<file path="src/rtl/param_ram_ctrl.sv">
// Parametrised single-port synchronous RAM with valid/ready request and response channels.
// Zero-fills every word after reset and on a clr pulse; reads are registered and back-pressurable.
`timescale 1ns/1ps
module param_ram_ctrl #(
  parameter int DATA_W = 8,
  parameter int ADDR_W = 2
) (
  input  logic              clk,
  input  logic              rst_n,
  input  logic              req_valid,
  output logic              req_ready,
  input  logic              req_rw,
  input  logic [ADDR_W-1:0] req_addr,
  input  logic [DATA_W-1:0] req_wdata,
  input  logic              clr,
  output logic              rsp_valid,
  input  logic              rsp_ready,
  output logic [DATA_W-1:0] rsp_rdata,
  output logic              busy
);

  localparam int DEPTH = 2 ** ADDR_W;

  typedef enum logic [1:0] {
    ST_INIT  = 2'd0,
    ST_IDLE  = 2'd1,
    ST_CLEAR = 2'd2
  } state_e;

  state_e              state_q;
  logic [ADDR_W-1:0]   ptr_q;
  logic                rsp_valid_q;
  logic [DATA_W-1:0]   rsp_rdata_q;
  logic                busy_q;
  logic [DATA_W-1:0]   mem_q [DEPTH];

  logic                accept_d;
  logic                rd_accept_d;
  logic                mem_we_d;
  logic [ADDR_W-1:0]   mem_waddr_d;
  logic [DATA_W-1:0]   mem_wdata_d;

  // clr wins over a same-cycle request; a held response blocks new requests
  assign req_ready = (state_q == ST_IDLE) && !clr && (!rsp_valid_q || rsp_ready);
  assign rsp_valid = rsp_valid_q;
  assign rsp_rdata = rsp_rdata_q;
  assign busy      = busy_q;

  // Memory write port shared between the zero sweep and accepted writes
  always_comb begin
    accept_d    = req_valid && req_ready;
    rd_accept_d = accept_d && !req_rw;
    mem_we_d    = 1'b0;
    mem_waddr_d = req_addr;
    mem_wdata_d = req_wdata;
    if (state_q != ST_IDLE) begin
      mem_we_d    = 1'b1;
      mem_waddr_d = ptr_q;
      mem_wdata_d = {DATA_W{1'b0}};
    end else begin
      mem_we_d    = accept_d && req_rw;
      mem_waddr_d = req_addr;
      mem_wdata_d = req_wdata;
    end
  end

  // Storage array, intentionally without reset
  always_ff @(posedge clk) begin
    if (mem_we_d) begin
      mem_q[mem_waddr_d] <= mem_wdata_d;
    end
  end

  // Control FSM plus registered response and busy outputs
  always_ff @(posedge clk or negedge rst_n) begin
    if (!rst_n) begin
      state_q     <= ST_INIT;
      ptr_q       <= {ADDR_W{1'b0}};
      rsp_valid_q <= 1'b0;
      rsp_rdata_q <= {DATA_W{1'b0}};
      busy_q      <= 1'b1;
    end else begin
      case (state_q)
        ST_INIT, ST_CLEAR: begin
          ptr_q <= ptr_q + ADDR_W'(1'b1);
          if (ptr_q == {ADDR_W{1'b1}}) begin
            state_q <= ST_IDLE;
            busy_q  <= 1'b0;
          end
        end
        ST_IDLE: begin
          if (clr) begin
            state_q <= ST_CLEAR;
            busy_q  <= 1'b1;
          end
        end
        default: begin
          state_q <= ST_INIT;
          ptr_q   <= {ADDR_W{1'b0}};
          busy_q  <= 1'b1;
        end
      endcase

      // a response pending at clr time keeps draining through the sweep
      if (rd_accept_d) begin
        rsp_valid_q <= 1'b1;
        rsp_rdata_q <= mem_q[req_addr];
      end else if (rsp_valid_q && rsp_ready) begin
        rsp_valid_q <= 1'b0;
      end
    end
  end

endmodule

</file>
<file path="config.mk">
export PLATFORM = sky130hd
export DESIGN_NAME = param_ram_ctrl
export DESIGN_NICKNAME = d
export VERILOG_FILES = /design/src/rtl/param_ram_ctrl.sv
export SDC_FILE = /design/constraint.sdc
export NUM_CORES = 1
export LEC_CHECK = 0
export CAP_MARGIN = 20
export CORE_ASPECT_RATIO = 0.8
export CORE_MARGIN = 3
export CORE_UTILIZATION = 30
export DETAILED_ROUTE_END_ITERATION = 16
export PLACE_DENSITY_LB_ADDON = 0.05
export SYNTH_ARGS = -nofsm -noshare
export SYNTH_HDL_FRONTEND = slang
export SYNTH_SLANG_ARGS = --single-unit
export TNS_END_PERCENT = 20
</file>
<file path="constraint.sdc">
create_clock -name clk -period 4.25 [get_ports clk]
set_clock_uncertainty 0.1 [all_clocks]
set_input_delay 0.85 -clock clk [delete_from_list [all_inputs] [get_ports clk]]
set_output_delay 0.85 -clock clk [all_outputs]
set_load 0.02 [all_outputs]
</file>
==> impl_results.md <==
* Status: finished clean
* ANT cells at 0
* Layout net count at 153
* GRT Total Usage at between 10 and 15%
* CP most frequent cell: clkdlybuf4s50_1
* Post-synthesis sequential area ratio at 70.7%
* Dpl ws at between 1 and 1.5 ns
* # DRC at 0
* Crit path from: clr
* Stages on worst setup path at 3
* Synth unique cells at 28
* Via density at 4.52
* Global-route wire length before repair at 5630 um
* Largest area contributor in the netlist: edfxtp_1
* Share of layout cells above drive strength 1 at between 20% and 30%
* Crit Reg-Reg Startpoint: state_q[1]
* Die Wd at around 94 um
* Hold Path Cell Cnt at 2
* R2R depth at 4
* Crit path DAT at 2.30 ns
* Buffers on Ports at 26
* Slew Limit Fails at 0
* Synthesis-stage register bit count at 46
* Crit-path leading delay family: buffers and inverters
* H-tree depth at 2
* Synth Area in Simple Gates at 8.77%
* Yosys warning count at 0
* Worst setup path class: primary input to output pin
* XOR/XNOR share of the synthesized area at 0%
* Routed WL per cell at between 15 and 20 um
* Area grow syn2layout at 23.9%
* Setup ws final at about 1.0 ns
* Starting Density at between 30% and 40%
* Net Count, Synth at 121
* GPL Wtd Cong at roughly 0.66
* VDD IR-drop max at 0.223 mV
* Synth area leaders: edfxtp_1, dfrtp_1, mux4_2
* DIE AREA at 7170 um2
* # rows at 24
* Post-cts sizing count at 0
* Overflow after GRT at 0
* WHS Endpoint: busy
* ANT nets after route at 0
* Clock sink total at 46
* Initial DRT Pass Iterations at 3
* Synthesized area per cell at 17.8 um2
* Relative slew slack at 44.1%
* Final HPWL DP at 2410 um
* Fillers at 539
* R2R Setup Slk at 2.03 ns
* Hold Buf Count CTS at 0
* CP required at 3.30 ns
* Die Y-Extent at 76.3 um
* Highest Clock Rate at 308 MHz
* CP max FO at 5
* Worst Hold Launch: busy
* WL final at 3510 um
* Clock root buffer master: clkbuf_8
* Post-CTS Setup Repair Bufs at 0
* Most common cell after layout, fill and taps aside: edfxtp_1
* Commonest cells after routing, fill and taps aside: edfxtp_1, clkdlybuf4s50_1, dfrtp_1
* Via Count at between 900 and 1000
* Clock latency on the worst-skew pair at 0.29 ns
* Slowest stage delay, CP at 0.60 ns
* Crit share post-route at 76.4%
* Num ports at 27
* RSZ-0062 raised after global routing: no
* Hold crit path type: flip-flop to flip-flop
* Setup crit start kind: primary input
* Largest net degree at the start of global routing at 17
* CP endpoint kind: output pin
* Setup TNS at 0 ns
* Netlist Area Pre-Place at 1860 um2
* Reg clk slew, reported paths at 0.08 ns
* Synth Area in Compound Gates at 2.43%
* Core Area at 5710 um2
* Instance count of the mapped netlist at 104
* Number of global-route vias before repair at 1026
* Hold Vio Cnt, Final at 0
* Share of the synthesized area in the top cell type at 51.8%
* Slew @ Worst Pin at 0.836 ns
* Worst-path cell chain: clkdlybuf4s50_1 -> and3b_4 -> clkdlybuf4s50_1
* Setup violators final at 0
* R2R Path End: mem_q[1][5]
* Adder-cell share of the synthesized area at 0.674%
* CTS tree: built
* Buf+Inv Stages, Crit Path at 2
* Multiplexer area fraction after synthesis at roughly 16%
* Max clock buf depth at 2
* Initial drt markers at 31
* CTS Buf Count at 5
* Leak at about 0.84 nW
* Max cap viols at 0
* Slowest stage cell, crit path: clkdlybuf4s50_1
* Largest family of logic cells by synthesized area: multiplexers
* Power Density at 663 nW/um2
* Fin crit period at 3.25 ns
* Initial antenna violation count at 0
through the flow:
stage	area [um2]	std cells	power (mW)	hold WS, ns	util [%]
after floorplan	1860	104	1.07	0.374	-
after global placement	2210	207	1.27	0.367	38.8
after detailed placement	2210	207	1.29	0.385	38.8
after CTS	2300	215	1.55	0.398	40.3
after global routing	2300	215	1.62	0.414	40.3
final	2300	215	1.52	0.403	40.3
registers in the layout (all words and copies together), names as in the netlist:
name	count
busy	1
mem_q	32
ptr_q	2
rsp_rdata	8
rsp_valid	1
state_q	2
power breakdown:
group,internal [mW],switching [mW]
combinational,0.235,0.252
clock,0.116,0.142
sequential,0.712,0.0660
total,1.06,0.460
logic make-up after synthesis:
| logic type | count (synthesis) |
|---|---|
| compound gates | 7 |
| simple gates | 26 |
| buf+inv | 6 |
| mux | 18 |
| fa+ha+maj | 1 |
| flops | 46 |
layer usage:
layer	track usage (%)	wire [um]	vias to the layer above
li1	-	-	461
met1	14.4	1600	487
met2	16.3	1720	18
met3	3.55	127	6
met4	3.46	52	0
met5	0	0	-
cell usage after synthesis:
| cell type | n |
|---|---|
| mux4_2 | 8 |
| nand2_1 | 3 |
| edfxtp_1 | 32 |
| nor2b_1 | 2 |
| and2_1 | 9 |
| a31o_2 | 1 |
| and3_2 | 1 |
| nand2b_1 | 1 |
| dfrtp_1 | 13 |
| buf_2 | 1 |
| buf_6 | 1 |
| clkbuf_1 | 2 |
| inv_1 | 2 |
| and3b_4 | 1 |
| o31ai_1 | 1 |
| and2b_1 | 1 |
| nor2_1 | 4 |
| and3b_1 | 1 |
| a21oi_1 | 1 |
| nand3b_1 | 1 |
| nor3b_1 | 1 |
| o21ai_0 | 3 |
| and2b_4 | 1 |
| dfstp_2 | 1 |
| a22o_1 | 1 |
| ha_1 | 1 |
| mux2i_1 | 1 |
| mux2_2 | 9 |
worst min-delay path: stages, from the launching register on:
cell	delay, ns
dfstp_2	0.38
inv_1	0.04
o21ai_0	0.08
worst max path at each step:
stage | slack [ns] | to
2_1_floorplan | 1.98 | mem_q[3][0]
3_5_place_dp | 1.00 | req_ready
4_1_cts | 1.0 | req_ready
6_report | 1.00 | req_ready
3_3_place_gp | 1.03 | req_ready
5_1_grt | 0.95 | req_ready
area by class of cell:
type	instances	area [um2]	share of cell area (%)
Clock buffer	6	72.6	3.16
Clock inverter	2	13.8	0.599
Inverter	2	7.51	0.327
Multi-Input combinational cell	52	512	22.3
Sequential cell	46	1310	57.1
Tap cell	78	97.6	4.25
Timing Repair Buffer	29	283	12.3
No activity file was read; power rests on OpenSTA's default activity.
